## src/rtl/array_mult_pipe.sv

```systemverilog
// array_mult_pipe: pipelined WIDTH x WIDTH array multiplier, valid/ready.
// Macro ARRAY_MULT_SIGNED_EN adds in_signed (Baugh-Wooley signed mode).
module array_mult_pipe #(
   parameter int WIDTH          = 4,
   parameter int ROWS_PER_STAGE = 1
) (
   input  logic               clk,
   input  logic               rst_n,
   input  logic               in_valid,
   output logic               in_ready,
   input  logic [WIDTH-1:0]   in_a,
   input  logic [WIDTH-1:0]   in_b,
`ifdef ARRAY_MULT_SIGNED_EN
   input  logic               in_signed,
`endif
   output logic               out_valid,
   input  logic               out_ready,
   output logic [2*WIDTH-1:0] out_p,
   output logic               busy
);

   localparam int P      = 2 * WIDTH;
   localparam int STAGES = (WIDTH + ROWS_PER_STAGE - 1) / ROWS_PER_STAGE;
   // rank 0 captures operands, ranks 1..STAGES reduce rows
   localparam int NR     = STAGES + 1;

   // Baugh-Wooley correction constants: +2^W and +2^(2W-1)
   localparam logic [P-1:0] BW_K = (P'(1) << WIDTH) | (P'(1) << (P - 1));
   localparam logic [WIDTH-1:0] MSB_M = {1'b1, {(WIDTH-1){1'b0}}};

   logic [NR-1:0]    vld_q, vld_d;
   logic [P-1:0]     sum_q [NR];
   logic [P-1:0]     sum_d [NR];
   logic [P-1:0]     cry_q [NR];
   logic [P-1:0]     cry_d [NR];
   logic [WIDTH-1:0] a_q   [NR];
   logic [WIDTH-1:0] a_d   [NR];
   logic [WIDTH-1:0] b_q   [NR];
   logic [WIDTH-1:0] b_d   [NR];
`ifdef ARRAY_MULT_SIGNED_EN
   logic             sgn_q [NR];
   logic             sgn_d [NR];
`endif
   logic             stall;

   // one partial-product row k, with MSB row/column inverted in signed mode
   function automatic logic [P-1:0] pp_row(
      input logic [WIDTH-1:0] a,
      input logic [WIDTH-1:0] b,
      input int               k,
      input logic             sg
   );
      logic [WIDTH-1:0] bs;
      logic [WIDTH-1:0] r;
      bs = b >> k;
      r  = a & {WIDTH{bs[0]}};
      if (sg) begin
         if (k == WIDTH - 1) r = r ^ ~MSB_M;
         else                r = r ^ MSB_M;
      end
      return {{WIDTH{1'b0}}, r} << k;
   endfunction

   assign out_valid = vld_q[NR-1];
   assign out_p     = sum_q[NR-1];
   assign stall     = out_valid & ~out_ready;
   assign in_ready  = ~stall;
   assign busy      = |vld_q;

   // next-state of every rank: operand capture, carry-save rows, final add
   always_comb begin
      logic [P-1:0] s_t;
      logic [P-1:0] c_t;
      logic [P-1:0] pp;
      logic [P-1:0] ns;
      logic         sg;
      int           k;
      s_t = '0;
      c_t = '0;
      pp  = '0;
      ns  = '0;
      sg  = 1'b0;
      k   = 0;
      vld_d    = {vld_q[NR-2:0], in_valid};
      a_d[0]   = in_a;
      b_d[0]   = in_b;
      cry_d[0] = '0;
`ifdef ARRAY_MULT_SIGNED_EN
      sgn_d[0] = in_signed;
      sum_d[0] = in_signed ? BW_K : '0;
`else
      sum_d[0] = '0;
`endif
      for (int s = 1; s < NR; s++) begin
`ifdef ARRAY_MULT_SIGNED_EN
         sg       = sgn_q[s-1];
         sgn_d[s] = sgn_q[s-1];
`else
         sg = 1'b0;
`endif
         s_t = sum_q[s-1];
         c_t = cry_q[s-1];
         for (int r = 0; r < ROWS_PER_STAGE; r++) begin
            k = (s - 1) * ROWS_PER_STAGE + r;
            if (k < WIDTH) begin
               pp  = pp_row(a_q[s-1], b_q[s-1], k, sg);
               ns  = s_t ^ c_t ^ pp;
               c_t = ((s_t & c_t) | (s_t & pp) | (c_t & pp)) << 1;
               s_t = ns;
            end
         end
         a_d[s] = a_q[s-1];
         b_d[s] = b_q[s-1];
         if (s == NR - 1) begin
            sum_d[s] = s_t + c_t;
            cry_d[s] = '0;
         end else begin
            sum_d[s] = s_t;
            cry_d[s] = c_t;
         end
      end
   end

   // valid bits: cleared by reset, frozen together with data on stall
   always_ff @(posedge clk or negedge rst_n) begin
      if (!rst_n) begin
         vld_q <= '0;
      end else if (!stall) begin
         vld_q <= vld_d;
      end
   end

   // data ranks are not reset; they only move when the pipe advances
   always_ff @(posedge clk) begin
      if (!stall) begin
         for (int s = 0; s < NR; s++) begin
            sum_q[s] <= sum_d[s];
            cry_q[s] <= cry_d[s];
            a_q[s]   <= a_d[s];
            b_q[s]   <= b_d[s];
`ifdef ARRAY_MULT_SIGNED_EN
            sgn_q[s] <= sgn_d[s];
`endif
         end
      end
   end

endmodule

```

## config.mk

```make
export PLATFORM = sky130hd
export DESIGN_NAME = array_mult_pipe
export DESIGN_NICKNAME = d
export VERILOG_FILES = /design/src/rtl/array_mult_pipe.sv
export SDC_FILE = /design/constraint.sdc
export NUM_CORES = 1
export LEC_CHECK = 0
export CAP_MARGIN = 20
export CORE_ASPECT_RATIO = 0.75
export CORE_UTILIZATION = 40
export DETAILED_ROUTE_END_ITERATION = 10
export DONT_BUFFER_PORTS = 1
export PLACE_DENSITY = 0.65
export SLEW_MARGIN = 20
export SYNTH_ARGS = -nofsm -noshare
export SYNTH_HDL_FRONTEND = slang
export SYNTH_SLANG_ARGS = --single-unit
```

## constraint.sdc

```tcl
create_clock -name clk -period 5.5 [get_ports clk]
set_clock_uncertainty 0.1 [all_clocks]
set_input_delay 1.375 -clock clk [delete_from_list [all_inputs] [get_ports clk]]
set_output_delay 1.375 -clock clk [all_outputs]
set_load 0.05 [all_outputs]
```

* Word level (Yosys, flattened, before mapping) *
Memories as Yosys holds them, arrays and structs flattened.
Cells that the tools add are included.

cells by class
  add/sub/neg operators = 1
  multiplexer cells = 1
  bitwise operators = 35
  reductions and logical operators = 1

operators by type and width
  kind                        number
  bitwise OR 7 bit            8
  bitwise AND 7 bit           6
  bitwise XOR 8 bit           4
  bitwise AND 4 bit           4
  bitwise AND 7 x 4 -> 7 bit  2
  bitwise AND 7 x 5 -> 7 bit  2
  bitwise AND 7 x 6 -> 7 bit  2
  adder 8 bit                 1
  bitwise XOR 8 x 4 -> 8 bit  1
  bitwise XOR 8 x 5 -> 8 bit  1
  bitwise XOR 8 x 6 -> 8 bit  1
  bitwise XOR 8 x 7 -> 8 bit  1
  OR reduction 5 bit          1
  NOT 1 bit                   2
  bitwise AND 1 bit           1
  two-way mux 1 bit           1

storage, ports and cells
  register bits after elaboration = 5
  RAM bits = 115
  bits of input ports = 12
  output and inout bits = 11
  logic and storage cells = 43
  memories = 4

memories
  name   depth  width  rd ports  clocked after memory_dff  wr ports  line  RTL
  sum_q  5      8      5         0                         5         32    logic [P-1:0] sum_q [NR];
  cry_q  5      7      4         0                         5         34    logic [P-1:0] cry_q [NR];
  a_q    5      4      4         0                         5         36    logic [WIDTH-1:0] a_q [NR];
  b_q    5      4      4         0                         5         38    logic [WIDTH-1:0] b_q [NR];

* Logic depth before layout (Yosys ltp) *
An unclocked memory read counts as a cell.

  depth in word-level cells = 6
  depth in mapped cells = 7
  mapped depth without buffers = 7

* Worst setup path before layout *
No wires, ideal clock.

  path type = input -> output
  start point = input port out_ready
  end point = output port in_ready
  arrival = 1912 ps
  required time = 4025 ps
  setup slack = 2113 ps
  stages on the path = 2
  buffers on the path = 1
  cells stage by stage = nand2b_1 -> buf_6

between the ends
  longest elaborated chain between the ends = 3

RTL lines
  item               line  RTL
  start, declared    17    input logic out_ready,
  NOT 1 bit          66    assign stall = out_valid & ~out_ready;
  bitwise AND 1 bit  66
  NOT 1 bit          67    assign in_ready = ~stall;
  end, declared      10    output logic in_ready,

Every way passes these cells.

* Worst setup path after layout *
Same ends and word-level chain as after synthesis.

==> impl_metrics.csv <==
group,metric,value,unit
run_status,status,"complete, no violations",
setup_path,critical_path_class,"input pin to output port",
place,place.gp.congestion,0.656,
setup_path,rr_startpoint,"b_q[0][15]",
synthesis,syn-num-nets,158,
final_layout,postLayoutCellArea,2580,um2
synthesis,synth.largest_area_cell,"edfxtp_1",
global_route,grt_pass1_vias,978,
routing,vias_per_cell,4.24,
synthesis,synthArstFlopShare,8.33,%
sta,period_share,64.6,%
sta,fmax,282,MHz
die,start_util,42.6,%
setup_path,cpMaxStageDelayCell,"nand2b_4",
sta,setup_ws,1.95,ns
flow_run,maxCapViolations,0,
sta,worstMarginPinSlew,0.917,ns
sta,final-hold-violation-count,0,
synthesis,synth_enable_flop_cells,55,
place,dpl_cell_area,2370,um2
place,dp_hpwl,1.56,mm
routing,firstDrtPassIters,4,
synthesis,yosysMostFrequentCell,"edfxtp_1",
die,die-area,6170,um2
synthesis,ys.flop_type,"edfxtp_1",
clocking,clock_latency,0.33,ns
final_layout,syn_to_final_growth,10.2,%
die,die_w,90.4,um
synthesis,ys_top_cells_by_area,"edfxtp_1, fa_1, dfrtp_1",
setup_path,worstPathArrival,2.08,ns
setup_path,crit_chain,"nand2b_4",
power,total_power,1.63,mW
global_route,antenna_found_initial,0,
routing,wl_per_cell,11.6,um
min_path,hp-class,"flop to flop",
sta,rsz0062_at_grt,"no",
clocking,cts-resized-gates,0,
clocking,cts_sinks,60,
setup_path,start_kind,"input pin",
setup_path,slowest_delay,0.69,ns
die,ios,23,
synthesis,avgSynthCellArea,17.6,um2
clocking,cts-htree-levels,3,
power,leakage,1.03,nW
min_path,hold_start,"sum_q[0][17]",
synthesis,synth-seq-cells,60,
routing,vias,911,
routing,drt_iter0_markers,72,
die,core_area,5500,um2
setup_path,critPathTopFamily,"simple AND/OR/NAND/NOR gates",
clocking,clockRootBuffer,"clkbuf_8",
setup_path,cp-startpoint,"out_ready",
global_route,grt_first_pass_wirelength,4.18,mm
routing,ant_nets,0,
clocking,cts_hold_buf,0,
sta,tns,0,ns
synthesis,synthDistinctLibCells,17,
clocking,post_cts.repair.setup_buffers,0,
synthesis,yosysSeqAreaShare,75.9,%
final_layout,nNetsFinal,160,
die,die_h,68.3,um
setup_path,worst-path-buf-inv,0,
place,post-place-ws,1.91,ns
synthesis,syn_inst,133,
setup_path,end_kind,"output port",
power,p_per_area,631,nW/um2
synthesis,netlist_area,2340,um2
global_route,grt_max_degree,62,
global_route,grt-ovfl-total,0,
sta,finalWorstPathRequiredPeriod,3.55,ns
setup_path,crit_path_max_fanout,61,
sta,max_slew_margin,38.9,%
final_layout,drive_above_1_share,13.6,%
global_route,grt_usage,9.89,%
clocking,path_clk_slew,0.06,ns
sta,maxSlewViolCount,0,
routing,routed_wl,2.50,mm
setup_path,r2r_slack,3.41,ns
routing,drc_errors,0,
synthesis,synthTopCellsByCount,"edfxtp_1, inv_1, and2_1",
clocking,cts_tree,"built",
power,peakVddDrop,0.000295,V
setup_path,cp.required,4.03,ns
final_layout,diodes,0,
synthesis,yosysWarnings,0,
place,io_buffers,0,
clocking,cts_buffers,9,
synthesis,synth.top_cell.area_share,70.5,%
sta,setup_violations,0,
clocking,clockBufferDepth,2,
die,fp-row-count,23,
## layout by cell type, fill, tap and decap left out
cell type	instances
edfxtp_1	55
inv_1	22
and2_1	11
clkbuf_8	9
nand2_1	7
fa_1	7
ha_1	6
dfrtp_1	5
mux2_4	4
clkbuf_1	2
clkinv_2	2
bufinv_16	2
nand3_1	1
a21oi_1	1
xnor2_1	1
nor2_1	1
nor3_1	1
nand2b_4	1
or2b_1	1
clkinvlp_4	1
## per-layer routing
metal / global-route usage (%) / up-vias / routed length [um]
met3: 7.00 / 7 / 191
met2: 17.1 / 28 / 1260
li1: - / 445 / -
met5: 0 / - / 0
met1: 8.32 / 431 / 981
met4: 6.65 / 0 / 63
## path summary, 6_finish.rpt
check                               end  cells past startpoint
hold reg to reg            sum_q[0][25]                      0
setup reg to reg           sum_q[0][37]                      7
hold / removal             sum_q[0][25]                      0
min in group asynchronous      vld_q[3]                      0
max in group asynchronous      vld_q[2]                      0
setup / recovery               in_ready                      1
## cell type report
| cell class | count | area [um2] |
|---|---|---|
| clock inverters | 5 | 77.6 |
| fillers | 482 | 2920 |
| clock buffers | 11 | 131 |
| well taps | 75 | 93.8 |
| inverters | 22 | 82.6 |
| multi-input cells | 42 | 419 |
| flip-flops and latches | 60 | 1780 |
## through the flow
step | instances | hold WS (ns) | util [%]
after floorplan | 133 | 0.300 | -
after global placement | 199 | 0.302 | 43.2
after detailed placement | 199 | 0.305 | 43.2
after CTS | 215 | 0.315 | 47.0
after global routing | 215 | 0.321 | 47.0
final | 215 | 0.317 | 47.0
## power breakdown
part	switching [mW]	internal, mW	total, mW
clock	0.157	0.254	0.410
combinational	0.174	0.123	0.297
sequential	0.179	0.742	0.921
total	0.511	1.12	1.63
## registers in the layout (all words and copies together) (netlist names)
| register | cells |
|---|---|
| a_q | 16 |
| b_q | 10 |
| vld_q | 5 |
| cry_q | 6 |
| sum_q | 23 |
## kinds of logic (layout without fill, tap and decap cells)
group | Yosys count | after routing | synth area share, %
AO/OA/AOI/OAI | 1 | 1 | 0.213
adder cells (fa/ha/maj) | 13 | 13 | 9.19
AND/OR/NAND/NOR | 23 | 23 | 5.24
buffers and inverters | 31 | 38 | 6.57
XOR/XNOR | 1 | 1 | 0.374
flip-flops | 60 | 60 | 75.9
multiplexers | 4 | 4 | 2.56
No activity file was read; power rests on OpenSTA's default activity.
